[src/rtl/miriscv_gpr_pkg.sv]
// GPR file parameters and shared types for the register-file writeback path.
package miriscv_gpr_pkg;

    localparam bit RISCV_E        = 1'b0;
    localparam int GPR_DEPTH      = RISCV_E ? 16 : 32;
    localparam int GPR_ADDR_WIDTH = $clog2(GPR_DEPTH);

    typedef enum logic {
        INIT,
        ARB
    } gpr_wb_arb_state_e;

endpackage

[src/rtl/miriscv_gpr_wb_arbiter.sv]
// GPR write-port arbiter: zeroes x1..xN after reset, then shares the port
// between EX and LSU writeback with LSU priority and an EX starvation override.
module miriscv_gpr_wb_arbiter
    import miriscv_gpr_pkg::*;
#(
    parameter int XLEN         = 32,
    parameter int STARVE_LIMIT = 4
) (
    input  logic                      clk_i,
    input  logic                      arstn_i,
    input  logic                      ex_wb_valid_i,
    output logic                      ex_wb_ready_o,
    input  logic [GPR_ADDR_WIDTH-1:0] ex_wb_addr_i,
    input  logic [XLEN-1:0]           ex_wb_data_i,
    input  logic                      lsu_wb_valid_i,
    output logic                      lsu_wb_ready_o,
    input  logic [GPR_ADDR_WIDTH-1:0] lsu_wb_addr_i,
    input  logic [XLEN-1:0]           lsu_wb_data_i,
    output logic                      gpr_we_o,
    output logic [GPR_ADDR_WIDTH-1:0] gpr_waddr_o,
    output logic [XLEN-1:0]           gpr_wdata_o,
    output logic                      init_done_o
);

    localparam logic [3:0] STARVE_MAX = 4'(STARVE_LIMIT);
    localparam logic [GPR_ADDR_WIDTH-1:0] INIT_LAST =
        GPR_ADDR_WIDTH'(GPR_DEPTH - 1);
    localparam logic [GPR_ADDR_WIDTH-1:0] INIT_FIRST =
        GPR_ADDR_WIDTH'(1);

    gpr_wb_arb_state_e         state_q;
    gpr_wb_arb_state_e         state_d;
    logic [GPR_ADDR_WIDTH-1:0] init_cnt_q;
    logic [3:0]                starve_q;
    logic                      override;
    logic                      ex_gnt;
    logic                      lsu_gnt;

    always_comb begin
        state_d  = state_q;
        ex_gnt   = 1'b0;
        lsu_gnt  = 1'b0;
        override = (starve_q == STARVE_MAX);
        unique case (state_q)
            INIT: begin
                if (init_cnt_q == INIT_LAST) begin
                    state_d = ARB;
                end
            end
            ARB: begin
                lsu_gnt = lsu_wb_valid_i && !override;
                ex_gnt  = ex_wb_valid_i && !lsu_gnt;
            end
            default: state_d = INIT;
        endcase
    end

    assign ex_wb_ready_o  = ex_gnt;
    assign lsu_wb_ready_o = lsu_gnt;
    assign init_done_o    = (state_q == ARB);

    always_ff @(posedge clk_i or negedge arstn_i) begin
        if (!arstn_i) begin
            state_q    <= INIT;
            init_cnt_q <= INIT_FIRST;
        end else begin
            state_q <= state_d;
            if (state_q == INIT && init_cnt_q != INIT_LAST) begin
                init_cnt_q <= init_cnt_q + 1'b1;
            end
        end
    end

    // Counts lost EX cycles; the saturated value forces one EX transfer.
    always_ff @(posedge clk_i or negedge arstn_i) begin
        if (!arstn_i) begin
            starve_q <= '0;
        end else if (ex_gnt) begin
            starve_q <= '0;
        end else if (ex_wb_valid_i && starve_q != STARVE_MAX) begin
            starve_q <= starve_q + 1'b1;
        end
    end

    always_ff @(posedge clk_i or negedge arstn_i) begin
        if (!arstn_i) begin
            gpr_we_o    <= 1'b0;
            gpr_waddr_o <= '0;
            gpr_wdata_o <= '0;
        end else if (state_q == INIT) begin
            gpr_we_o    <= 1'b1;
            gpr_waddr_o <= init_cnt_q;
            gpr_wdata_o <= '0;
        end else if (lsu_gnt) begin
            gpr_we_o    <= |lsu_wb_addr_i;
            gpr_waddr_o <= lsu_wb_addr_i;
            gpr_wdata_o <= lsu_wb_data_i;
        end else if (ex_gnt) begin
            gpr_we_o    <= |ex_wb_addr_i;
            gpr_waddr_o <= ex_wb_addr_i;
            gpr_wdata_o <= ex_wb_data_i;
        end else begin
            gpr_we_o <= 1'b0;
        end
    end

endmodule

[config.mk]
export PLATFORM = sky130hd
export DESIGN_NAME = miriscv_gpr_wb_arbiter
export DESIGN_NICKNAME = d
export VERILOG_FILES = /design/src/rtl/miriscv_gpr_pkg.sv /design/src/rtl/miriscv_gpr_wb_arbiter.sv
export SDC_FILE = /design/constraint.sdc
export NUM_CORES = 1
export LEC_CHECK = 0
export BUFFER_PORTS_ARGS = -buffer_cell sky130_fd_sc_hd__buf_4
export CAP_MARGIN = 20
export CORE_MARGIN = 5
export CORE_UTILIZATION = 47
export CTS_CLUSTER_DIAMETER = 60
export DETAILED_ROUTE_END_ITERATION = 10
export MAX_ROUTING_LAYER = met4
export PLACE_DENSITY = 0.81
export SYNTH_ARGS = -nofsm -noshare
export SYNTH_HDL_FRONTEND = slang
export SYNTH_SLANG_ARGS = --single-unit
[constraint.sdc]
create_clock -name clk_i -period 1.85 [get_ports clk_i]
set_input_delay 0.0925 -clock clk_i [delete_from_list [all_inputs] [get_ports clk_i]]
set_output_delay 0.0925 -clock clk_i [all_outputs]
set_load 0.01 [all_outputs]
==> results_dict.tcl, run 1 <==
set metrics [dict create \
    status "completed" \
    startpoint_type "flop" \
    synth_top_area_share_pct 44.1 \
    worstPathArrival_ps 1650 \
    period_share_pct 94.2 \
    antenna_found_initial 0 \
    ys_seq_elements 48 \
    core_um2 5510 \
    whs_ps 47.6 \
    ys_warn_count 0 \
    yosysSeqAreaShare_pct 45.1 \
    drt_iter0_drc 127 \
    dieArea_um2 7280 \
    viasPerCell 5.73 \
    io_pins 119 \
    maxSlewViolCount 0 \
    netlist_instances 232 \
    vias 2394 \
    worst_pin_slew_ps 610 \
    track_usage_pct 20.7 \
    synth.area.top_cells "dfrtp_1 44%, mux2i_1 12%, o311a_1 12%" \
    r2r-end "init_cnt_q[4]" \
    drtAntennaViolNets 0 \
    finalClockSkew_ps 11.6 \
    die_w_um 85.3 \
    power_density_nw_per_um2 754 \
    fin_nets 427 \
    place_area_um2 3560 \
    diodes 0 \
    drc_errors 0 \
    end_kind "output port" \
    async_reset_ff_share_pct 100 \
    period_minus_slack_ps 1740 \
    wl_mm 7.28 \
    std_cell_rows 27 \
    critPathRequiredTime_ps 1760 \
    cts_sinks 48 \
    drt-pass1-iter-count 4 \
    fp.dieH_um 85.3 \
    avgRoutedWirePerCell_um 17.4 \
    hold_class "primary input to flop" \
    dpl.hpwl_mm 5.29 \
    vdd_drop_max_v 0.000479 \
    area_delta_synth_final_pct 38.9 \
    worst_slew_margin_rel_pct 59.3 \
    clock-root-buffer "clkbuf_8" \
    setup-violations-final 0 \
    grt_pass1_wl_mm 11.9 \
    clk_path_buf_depth 2 \
    final_core_util_pct 67.2 \
    path_max_fanout 14 \
    overflow 0 \
    htreeDepth 2 \
    initial_core_util_pct 48.4 \
    final_layout_size_suffix_gt1_share_pct 43.9 \
    fin_area_um2 3700 \
    fmax_ghz 0.574 \
    synth_largest_area_cell "dfrtp_1" \
    r2r_start "init_cnt_q[1]" \
    drv_cap 0 \
    layout_commonest_cell "buf_4" \
    layout_common_cells "129 x buf_4, 47 x dfrtp_1, 32 x mux2i_1, 32 x o311a_1, 27 x o21ai_0" \
    grt_max_degree 49 \
    clkLatencyLatePin_ps 300 \
    worst_slack_ps 108 \
    io_buffer_count 118 \
    synth_edf_count 0 \
    place_congestion 0.855 \
    crit_path_end "lsu_wb_ready_o" \
    syn_avg_cell_area_um2 11.5 \
    hold_viol_final 0 \
    grt_pass1_vias 2427 \
    ys_types 38 \
    cts_made_buffers 5 \
    clk_pin_slew_worst_paths_ps 90 \
    worstSetupStartpoint "starve_q[0]" \
    tritoncts "done" \
    synthFlopType "dfrtp_1" \
    ff2ff_setup_slack_ps 120 \
    place_ws_ps 3.96 \
    path_class "flop to output port" \
    synth_area_um2 2670 \
    worst_r2r_path_depth 5 \
    leakagePower_nw 1.74 \
    synth_nets 314 \
]
worst max-delay path: stages, from the launching register on:
cell	delay [ps]
dfrtp_1	380
inv_1	80
ha_1	230
and3b_4	230
buf_8	150
nor3_1	130
buf_4	150
kinds of logic after synthesis:
kind of cell	count (synthesis)	share of synthesized area, %
buffers and inverters	33	7.09
adders and majority gates	4	1.88
AOI/OAI and AO/OA	91	27.6
and+or+nand+nor	19	4.46
DFF	48	45.1
xor gates and xnor gates	3	0.986
muxes	34	12.9
metrics by stage:
step,instances,setup TNS [ps],power [mW]
2_1_floorplan,232,0,1.74
3_3_place_gp,405,0,2.13
3_5_place_dp,405,0,2.16
4_1_cts,414,0,2.80
5_1_grt,418,-3.74,2.96
6_report,418,0,2.79
registers in the layout, summed over array words and instances, names as in the netlist:
signal and cells:
gpr_wdata_o 32, gpr_waddr_o 5, init_cnt_q 5, starve_q 4, gpr_we_o 1, init_done_o 1
worst min-delay path by stage:
stage                     startpoint        endpoint  cells past startpoint
floorplan                    arstn_i  gpr_waddr_o[0]                      0
global placement             arstn_i     init_done_o                      1
detailed placement           arstn_i   init_cnt_q[4]                      1
CTS                 lsu_wb_data_i[1]  gpr_wdata_o[1]                      2
global route        lsu_wb_data_i[1]  gpr_wdata_o[1]                      2
finish              lsu_wb_data_i[1]  gpr_wdata_o[1]                      2
cell usage after synthesis, types with 2 or more instances:
library cell  instances
dfrtp_1              47
mux2i_1              32
o311a_1              32
o21ai_0              27
buf_2                10
clkbuf_1              7
inv_1                 6
nand3_1               6
o21ai_2               6
buf_6                 5
o221a_1               5
o32a_1                5
ha_1                  4
o2bb2ai_1             4
buf_4                 3
o21ai_1               3
xnor2_1               3
a21oi_1               2
mux2_2                2
nand4_1               2
nor2_1                2
o2111ai_1             2
or4_1                 2
where the power goes:
part | internal (mW) | switching [mW]
Combinational | 0.494 | 0.387
Sequential | 1.19 | 0.0840
Clock | 0.299 | 0.340
Total | 1.98 | 0.811
layout make-up:
| type | count | area (um^2) |
|---|---|---|
| clock buffers | 6 | 82.6 |
| repair buffers | 132 | 1010 |
| flip-flops and latches | 48 | 1200 |
| fillers | 456 | 1810 |
| clock inverters | 2 | 10.0 |
| multi-input cells | 151 | 1280 |
| well taps | 72 | 90.1 |
| inverters | 7 | 26.3 |
routing by layer:
metal	up-vias	wire (um)	GRT usage (%)	part of all wire, %
met5	-	0	-	0
met4	0	91	7.19	1.3
met3	8	595	4.56	8.2
met2	101	3490	31.6	48
met1	1132	3100	27.2	43
li1	1153	-	-	-
repair_timing:
item	CTS	global route
endpoints found under the setup margin	2	2
resized for setup	2	1
buffers inserted	0	4
pin swaps	0	1
hold buffers	1	0
hold endpoints to repair	47	0
Power figures use the tool's default switching activity.
==> run 2, diff against run 1 <==
==> constraint.sdc (replaced) <==
create_clock -name clk_i -period 1.85 [get_ports clk_i]
set_input_delay 0.4625 -clock clk_i [delete_from_list [all_inputs] [get_ports clk_i]]
set_output_delay 0.4625 -clock clk_i [all_outputs]
set_load 0.01 [all_outputs]
==> results_dict.tcl, run 2 (synthesis results as in run 1) <==
set metrics [dict create \
    worstPathArrival_ps 1440 \
    die_w_um 85.3 \
    std_cell_rows 27 \
    hold_viol_final 0 \
    drv_cap 0 \
    p_switching_uw 836 \
    hold_class "primary input to asynchronous set/reset pin" \
    grt_pass1_vias 2587 \
    end_kind "output port" \
    diodes 0 \
    reg_top3 "gpr_wdata_o x32, gpr_waddr_o x5, init_cnt_q x5" \
    drc_errors 0 \
    place_inst 409 \
    crit_path_top_delay_cell "dfrtp_1" \
    place_ws_ps 93.4 \
    track_usage_pct 21.7 \
    finalClockSkew_ps 7.43 \
    p_seq_share_pct 41.7 \
    layout_common_cells "142 x buf_4, 47 x dfrtp_1, 32 x mux2i_1, 32 x o311a_1, 27 x o21ai_0" \
    vdd_drop_max_v 0.000468 \
    cts_sinks 48 \
    path_class "flop to output port" \
    viasPerCell 5.77 \
    period_share_pct 103 \
    wl_mm 7.52 \
    clk_pin_slew_worst_paths_ps 90 \
    use_met3_pct 6.12 \
    violations "setup timing" \
    clock-root-buffer "clkbuf_8" \
    gr-max-usage-layer "met2" \
    startpoint_type "flop" \
    area_delta_synth_final_pct 43.1 \
    fin_nets 438 \
    avgRoutedWirePerCell_um 17.5 \
    antenna_found_initial 0 \
    io_buffer_count 118 \
    worst_pin_slew_ps 620 \
    final_layout_size_suffix_gt1_share_pct 46.8 \
    path_max_fanout 3 \
    final_core_util_pct 69.3 \
    drt-pass1-iter-count 4 \
    layout.cells.non_filler 429 \
    overflow 0 \
    period_minus_slack_ps 1900 \
    initial_core_util_pct 48.4 \
    internal_power_mw 2.19 \
    place_congestion 0.837 \
    nFillCells 433 \
    p_comb_share_pct 31.1 \
    drtAntennaViolNets 0 \
    cts_made_buffers 5 \
    use_met2_pct 35.2 \
    layout_commonest_cell "buf_4" \
    use_met1_pct 26.2 \
    rsz0062_at_grt "yes" \
    power_density_nw_per_um2 794 \
    clkLatencyLatePin_ps 290 \
    grt_max_degree 49 \
    core_um2 5510 \
    leakagePower_nw 1.80 \
    drt_iter0_drc 155 \
    clk_path_buf_depth 2 \
    worst_slew_margin_rel_pct 58.7 \
    hold_buffers 0 \
    status "complete, but fails checks" \
    maxSlewViolCount 0 \
    setup-violations-final 2 \
    dpl.hpwl_mm 5.28 \
    htreeDepth 2 \
    worst_slack_ps -47.8 \
    tritoncts "done" \
    dieArea_um2 7280 \
    io_pins 119 \
    grt_pass1_wl_mm 12.5 \
    netSwitchingFraction_pct 27.6 \
    critPathRequiredTime_ps 1390 \
    largest_reg_flops 32 \
    cp_cell_sequence "inv_2 -> ha_4 -> nand3b_1 -> a211oi_2 -> buf_4" \
    power.clock.fraction_pct 27.2 \
    regMostFlops "gpr_wdata_o" \
    fp.dieH_um 85.3 \
    vias 2477 \
    fmax_ghz 0.527 \
    max_stage_delay_ps 410 \
]
-- run 2: timing repair --
item | in CTS | in global routing
gates resized for setup | 4 | 2
endpoints found under the setup margin | 2 | 4
pin swaps | 2 | 1
setup buffers | 10 | 2
-- run 2: layout make-up --
class,instances,area (um^2),share of cell area (%)
multi-input cells,151,1290,33.9
clock inverters,1,30.0,0.787
flip-flops and latches,48,1200,31.5
well taps,72,90.1,2.36
inverters,7,26.3,0.689
repair buffers,143,1080,28.2
clock buffers,7,96.3,2.53
-- run 2: worst paths after layout --
check	start	to	slack, ps	cells after the start
max reg2reg	starve_q[0]	gpr_waddr_o[1]	170	7
max	starve_q[0]	ex_wb_ready_o	-50	5
min in group clk_i	lsu_wb_data_i[20]	gpr_wdata_o[20]	410	2
max in group asynchronous	arstn_i	gpr_wdata_o[26]	1260	1
min reg2reg	init_cnt_q[3]	init_cnt_q[3]	520	1
min	arstn_i	gpr_waddr_o[0]	170	1
-- run 2: through the flow --
step                      hold slack [ps]  area (um^2)  total power, mW  setup TNS, ps
after floorplan                       167         2670             1.74              0
after global placement                501         3580             2.13              0
after detailed placement              503         3580             2.16              0
after CTS                             199         3790             3.04          -34.5
after global routing                  222         3810             3.21           -224
final                                 174         3810             3.03          -51.8
-- run 2: worst max-delay path, delay by kind of cell, from the launching register on --
kind	cells	cell delay, ps
flops	1	410
compound gates	1	250
buf+inv	2	240
fa+ha+maj	1	130
simple gates	1	120
-- run 2: metal layers --
layer	share of wire (%)	up-vias
met2	49	105
met4	1.8	0
met1	41	1194
met5	0	-
met3	7.7	11
li1	-	1167
-- run 2: power groups by stage --
stage	registers (mW)	clock network, mW	logic, mW
2_1_floorplan	1.34	0	0.397
3_3_place_gp	1.28	0	0.849
3_5_place_dp	1.28	0	0.876
4_1_cts	1.26	0.848	0.934
5_1_grt	1.28	0.895	1.03
6_report	1.26	0.823	0.942
